[src/rtl/wb_arbiter.sv]
`default_nettype none
// ============================================================================
// Module   : wb_arbiter
// Purpose  : Three-source writeback arbiter with per-source FIFOs and a
//            round-robin grant onto the single register-file write port.
// Revision : 1.0  initial release
// ============================================================================
module wb_arbiter #(
    parameter int DEPTH  = 2,
    parameter int ADDR_W = 6,
    parameter int DATA_W = 64
) (
    input  logic              clk,
    input  logic              rst_n,
    input  logic              alu_valid,
    output logic              alu_ready,
    input  logic [ADDR_W-1:0] alu_addr,
    input  logic [DATA_W-1:0] alu_data,
    input  logic              fpu_valid,
    output logic              fpu_ready,
    input  logic [ADDR_W-1:0] fpu_addr,
    input  logic [DATA_W-1:0] fpu_data,
    input  logic              mem_valid,
    output logic              mem_ready,
    input  logic [ADDR_W-1:0] mem_addr,
    input  logic [DATA_W-1:0] mem_data,
    output logic              write_enable,
    output logic [ADDR_W-1:0] write_addr,
    output logic [DATA_W-1:0] write_data,
    output logic              idle
);

    localparam int c_NSRC  = 3;
    localparam int c_PTR_W = $clog2(DEPTH);
    localparam int c_CNT_W = c_PTR_W + 1;
    localparam logic [c_CNT_W-1:0] c_FULL = c_CNT_W'(DEPTH);

    logic               w_in_valid [c_NSRC];
    logic [ADDR_W-1:0]  w_in_addr  [c_NSRC];
    logic [DATA_W-1:0]  w_in_data  [c_NSRC];
    logic               w_push     [c_NSRC];
    logic               w_pop      [c_NSRC];

    logic [ADDR_W-1:0]  fifo_addr_q [c_NSRC][DEPTH];
    logic [DATA_W-1:0]  fifo_data_q [c_NSRC][DEPTH];
    logic [c_PTR_W-1:0] wr_ptr_q [c_NSRC];
    logic [c_PTR_W-1:0] wr_ptr_d [c_NSRC];
    logic [c_PTR_W-1:0] rd_ptr_q [c_NSRC];
    logic [c_PTR_W-1:0] rd_ptr_d [c_NSRC];
    logic [c_CNT_W-1:0] cnt_q    [c_NSRC];
    logic [c_CNT_W-1:0] cnt_d    [c_NSRC];

    logic [1:0]         rr_ptr_q, rr_ptr_d;
    logic               write_enable_q, write_enable_d;
    logic [ADDR_W-1:0]  write_addr_q, write_addr_d;
    logic [DATA_W-1:0]  write_data_q, write_data_d;

    logic               w_grant;
    logic [1:0]         w_grant_idx;
    logic [ADDR_W-1:0]  w_head_addr;
    logic [DATA_W-1:0]  w_head_data;

    assign w_in_valid[0] = alu_valid;
    assign w_in_valid[1] = fpu_valid;
    assign w_in_valid[2] = mem_valid;
    assign w_in_addr[0]  = alu_addr;
    assign w_in_addr[1]  = fpu_addr;
    assign w_in_addr[2]  = mem_addr;
    assign w_in_data[0]  = alu_data;
    assign w_in_data[1]  = fpu_data;
    assign w_in_data[2]  = mem_data;

    // Ready reflects only the stored count, so a pop never frees a slot early.
    assign alu_ready = (cnt_q[0] < c_FULL);
    assign fpu_ready = (cnt_q[1] < c_FULL);
    assign mem_ready = (cnt_q[2] < c_FULL);

    function automatic logic [1:0] f_src(input logic [1:0] base, input int k);
        int s;
        s = int'(base) + k;
        if (s >= c_NSRC) s = s - c_NSRC;
        return 2'(s);
    endfunction

    // Scan from lowest to highest priority so the highest-priority hit wins last.
    always_comb begin
        w_grant     = 1'b0;
        w_grant_idx = 2'd0;
        for (int k = c_NSRC - 1; k >= 0; k--) begin
            if (cnt_q[f_src(rr_ptr_q, k)] != '0) begin
                w_grant     = 1'b1;
                w_grant_idx = f_src(rr_ptr_q, k);
            end
        end
        w_head_addr = fifo_addr_q[w_grant_idx][rd_ptr_q[w_grant_idx]];
        w_head_data = fifo_data_q[w_grant_idx][rd_ptr_q[w_grant_idx]];
    end

    always_comb begin
        for (int i = 0; i < c_NSRC; i++) begin
            w_push[i]   = w_in_valid[i] && (cnt_q[i] < c_FULL);
            w_pop[i]    = w_grant && (w_grant_idx == 2'(i));
            wr_ptr_d[i] = w_push[i] ? wr_ptr_q[i] + c_PTR_W'(1) : wr_ptr_q[i];
            rd_ptr_d[i] = w_pop[i]  ? rd_ptr_q[i] + c_PTR_W'(1) : rd_ptr_q[i];
            cnt_d[i]    = cnt_q[i];
            if (w_push[i] && !w_pop[i]) cnt_d[i] = cnt_q[i] + c_CNT_W'(1);
            if (!w_push[i] && w_pop[i]) cnt_d[i] = cnt_q[i] - c_CNT_W'(1);
        end
    end

    always_comb begin
        rr_ptr_d = rr_ptr_q;
        if (w_grant) rr_ptr_d = (w_grant_idx == 2'd2) ? 2'd0 : w_grant_idx + 2'd1;
        // Writes to x0 still consume a grant but leave the port quiet.
        write_enable_d = w_grant && (w_head_addr != '0);
        write_addr_d   = write_enable_d ? w_head_addr : write_addr_q;
        write_data_d   = write_enable_d ? w_head_data : write_data_q;
    end

    always_ff @(posedge clk or negedge rst_n) begin
        if (!rst_n) begin
            for (int i = 0; i < c_NSRC; i++) begin
                wr_ptr_q[i] <= '0;
                rd_ptr_q[i] <= '0;
                cnt_q[i]    <= '0;
            end
            rr_ptr_q       <= 2'd0;
            write_enable_q <= 1'b0;
            write_addr_q   <= '0;
            write_data_q   <= '0;
        end else begin
            for (int i = 0; i < c_NSRC; i++) begin
                wr_ptr_q[i] <= wr_ptr_d[i];
                rd_ptr_q[i] <= rd_ptr_d[i];
                cnt_q[i]    <= cnt_d[i];
            end
            rr_ptr_q       <= rr_ptr_d;
            write_enable_q <= write_enable_d;
            write_addr_q   <= write_addr_d;
            write_data_q   <= write_data_d;
        end
    end

    // Storage needs no reset: entries are only read while the count is nonzero.
    always_ff @(posedge clk) begin
        for (int i = 0; i < c_NSRC; i++) begin
            if (w_push[i]) begin
                fifo_addr_q[i][wr_ptr_q[i]] <= w_in_addr[i];
                fifo_data_q[i][wr_ptr_q[i]] <= w_in_data[i];
            end
        end
    end

    assign write_enable = write_enable_q;
    assign write_addr   = write_addr_q;
    assign write_data   = write_data_q;
    assign idle         = (cnt_q[0] == '0) && (cnt_q[1] == '0) && (cnt_q[2] == '0)
                          && !write_enable_q;

endmodule
`default_nettype wire
[config.mk]
export PLATFORM = sky130hd
export DESIGN_NAME = wb_arbiter
export DESIGN_NICKNAME = d
export VERILOG_FILES = /design/src/rtl/wb_arbiter.sv
export SDC_FILE = /design/constraint.sdc
export NUM_CORES = 1
export LEC_CHECK = 0
export ABC_AREA = 1
export BUFFER_PORTS_ARGS = -buffer_cell sky130_fd_sc_hd__buf_2
export CAP_MARGIN = 40
export CORE_AREA = 2 2 261 263
export CTS_BUF_LIST = sky130_fd_sc_hd__clkbuf_8
export CTS_CLUSTER_DIAMETER = 40
export DETAILED_ROUTE_END_ITERATION = 10
export DIE_AREA = 0 0 263 265
export PLACE_DENSITY = 0.54
export SYNTH_ARGS = -nofsm -noshare
export SYNTH_HDL_FRONTEND = slang
export SYNTH_SLANG_ARGS = --single-unit
[constraint.sdc]
create_clock -name clk -period 10.6 [get_ports clk]
set_input_delay 1.06 -clock clk [delete_from_list [all_inputs] [get_ports clk]]
set_output_delay 1.06 -clock clk [all_outputs]
set_load 0.01 [all_outputs]
==> impl_metrics.env <==
export IMPL_outcome="finished clean"
export IMPL_track_usage=0.167
export IMPL_post_synth_top_count_cell="nand2_1"
export IMPL_post_cts_resized=0
export IMPL_start_kind="flop"
export IMPL_max_freq_mhz=188
export IMPL_drtIter0Drc=922
export IMPL_critPathKind="reg2reg"
export IMPL_io_buffers=289
export IMPL_cts_hold_buf=0
export IMPL_worst_path_max_fanout=134
export IMPL_grt_overflow=0
export IMPL_grt_pass1_wl_um=86800
export IMPL_r2r_slack_ns=5.28
export IMPL_worstPathArrival_ns=5.86
export IMPL_synth_warnings=0
export IMPL_synth_seq_cells=505
export IMPL_synth_ff_type="edfxtp_1"
export IMPL_postCtsSetupBuffers=0
export IMPL_dr_pass1_iters=5
export IMPL_placeableCoreArea_mm2=0.0668
export IMPL_ios=290
export IMPL_layout_drive_gt1_share=0.248
export IMPL_synth_seq_area_share=0.741
export IMPL_dieHeight_um=265
export IMPL_r2r_start="rr_ptr_q[0]"
export IMPL_htreeDepth=3
export IMPL_slew_headroom=0.465
export IMPL_ys_types=29
export IMPL_num_vias=13528
export IMPL_drc=0
export IMPL_clockRootBuffer="clkbuf_8"
export IMPL_syn_nets=1795
export IMPL_synth_area_top_cells="edfxtp_1, dfrtp_1, nand2_1"
export IMPL_die_w_um=263
export IMPL_reg2reg_depth=22
export IMPL_syn_area_per_cell_um2=12.6
export IMPL_fin_tns_setup_ns=0
export IMPL_cap_violations=0
export IMPL_ant_nets=0
export IMPL_dpl_cell_count=2669
export IMPL_rsz0062_at_grt="false"
export IMPL_grt_max_degree=135
export IMPL_clk_latency_ns=0.68
export IMPL_final_nets=2113
export IMPL_finClkSkew_ns=0.0351
export IMPL_syn_inst=1574
export IMPL_worstPathRequired_ns=11.14
export IMPL_cp_end_kind="flop"
export IMPL_worstMarginPinSlew_ns=0.802
export IMPL_wl_per_cell_um=20.5
export IMPL_synth_top_area_frac=0.634
export IMPL_synth_common_cells="nand2_1, edfxtp_1, nand3_1"
export IMPL_wirelength_um=58400
export IMPL_antenna_found_initial=21
export IMPL_dieArea_mm2=0.0697
export IMPL_synthArstFlopShare=0.168
export IMPL_slew_viol_final=0
export IMPL_min_path_type="in2async"
export IMPL_dp_hpwl_um=36200
export IMPL_synth_area_mm2=0.0199
export IMPL_cts_buffers=94
export IMPL_min_period_ns=5.32
export IMPL_syn2layout_area_growth_pct=23.1
export IMPL_finalCritPeriodShare=0.501
export IMPL_cts_sinks=505
export IMPL_synth_area_leader_cell="edfxtp_1"
export IMPL_clk_path_buf_depth=3
export IMPL_layout_cells_non_filler=2853
export IMPL_hold_viol_final=0
export IMPL_r2r_end="write_data[2]"
export IMPL_std_cell_rows=95
export IMPL_synth_edf_count=420
export IMPL_tritoncts="yes"
export IMPL_clk_pin_slew_ns=0.06
export IMPL_start_util=0.298
export IMPL_gp_congestion=0.819
export IMPL_setup_viol=0
export IMPL_grt_pass1_vias=13931
export IMPL_detail_route_vias_per_cell=4.74
placed cells by master (no fill, tap or decap), types with 3 or more instances in the layout:
master,n
clkinvlp_4,4
ha_1,6
bufinv_16,7
clkinv_2,20
inv_1,42
buf_2,288
o21ai_0,6
xor2_1,7
nand3_1,294
buf_16,9
inv_2,5
nand4_1,71
nor2_1,9
nand3b_1,3
buf_12,5
nand2_1,458
clkbuf_8,106
edfxtp_1,420
clkinv_1,9
a21oi_1,3
o21a_1,64
xnor2_1,3
diode_2,7
clkinv_4,5
dfrtp_1,85
nor2_4,9
buf_4,16
nand2_2,3
stage by stage:
| stage | hold WS (ns) | area (µm²) | util | setup slack [ns] |
|---|---|---|---|---|
| 6_report | 0.401 | 24500 | 0.367 | 5.28 |
| 5_1_grt | 0.374 | 24500 | 0.366 | 4.80 |
| 4_1_cts | 0.334 | 24500 | 0.366 | 5.21 |
| 3_5_place_dp | 0.457 | 22500 | 0.337 | 5.20 |
| 3_3_place_gp | 0.456 | 22200 | 0.332 | 5.22 |
| 2_1_floorplan | 0.433 | 19900 | - | 6.00 |
registers in the layout, summed over array words and instances, names as in the netlist:
name and flops:
wr_ptr_q 3, fifo_addr_q 36, cnt_q 6, write_addr 6
rd_ptr_q 3, write_enable 1, fifo_data_q 384, write_data 64
rr_ptr_q 2
worst max-delay path, cell delays in order, from the launching register on:
cell,delay (ns)
dfrtp_1,0.35
inv_1,0.07
ha_1,0.32
inv_1,0.17
nand3_1,0.09
nand2_1,0.13
nand2_2,0.11
nand2_1,0.07
nand2_1,0.06
nand2_2,0.11
nand2_8,0.26
inv_4,0.71
nor2_1,0.18
nor2_4,0.14
buf_12,0.46
nand3_1,0.14
nand2_1,0.12
nor2_1,0.07
nand3_4,0.47
nand2_4,0.46
buf_12,0.34
nand2_1,0.08
nand2_1,0.05
cell families (layout without fill, tap and decap cells):
kind of cell | count (synthesis) | after routing | synth area share
XOR/XNOR | 10 | 10 | 0.00440
flip-flops | 505 | 505 | 0.741
adder cells (fa/ha/maj) | 6 | 6 | 0.00377
AO/OA/AOI/OAI | 76 | 76 | 0.0276
AND/OR/NAND/NOR | 857 | 857 | 0.194
buffers and inverters | 120 | 519 | 0.0299
other | 0 | 7 | 0
worst max path at each step:
stage	end	cells after the start	startpoint
floorplan	fifo_addr_q[2][0]	2	mem_valid
global placement	write_addr[5]	21	rr_ptr_q[0]
detailed placement	write_addr[1]	22	rr_ptr_q[0]
CTS	write_data[2]	22	rr_ptr_q[0]
global route	write_addr[5]	22	rr_ptr_q[0]
finish	write_data[2]	22	rr_ptr_q[0]
routing by layer:
metal  GRT usage  up-vias  share of wire
li1            -     6308              -
met1       0.216     6638           0.44
met2       0.273      453           0.47
met3      0.0425      111          0.068
met4      0.0570       18          0.021
met5           0        -         0.0020
layout make-up:
class	count	area, µm²
sequential	505	14700
multi-input combinational	949	4650
timing repair buffer	318	1910
clock inverter	71	526
clock buffer	106	1460
inverter	24	92.6
antenna	7	17.5
tap	873	1090
fill	6591	42300
Power is not shown: default switching activity piles up to over one toggle a cycle in this logic, so the estimate is an artifact.
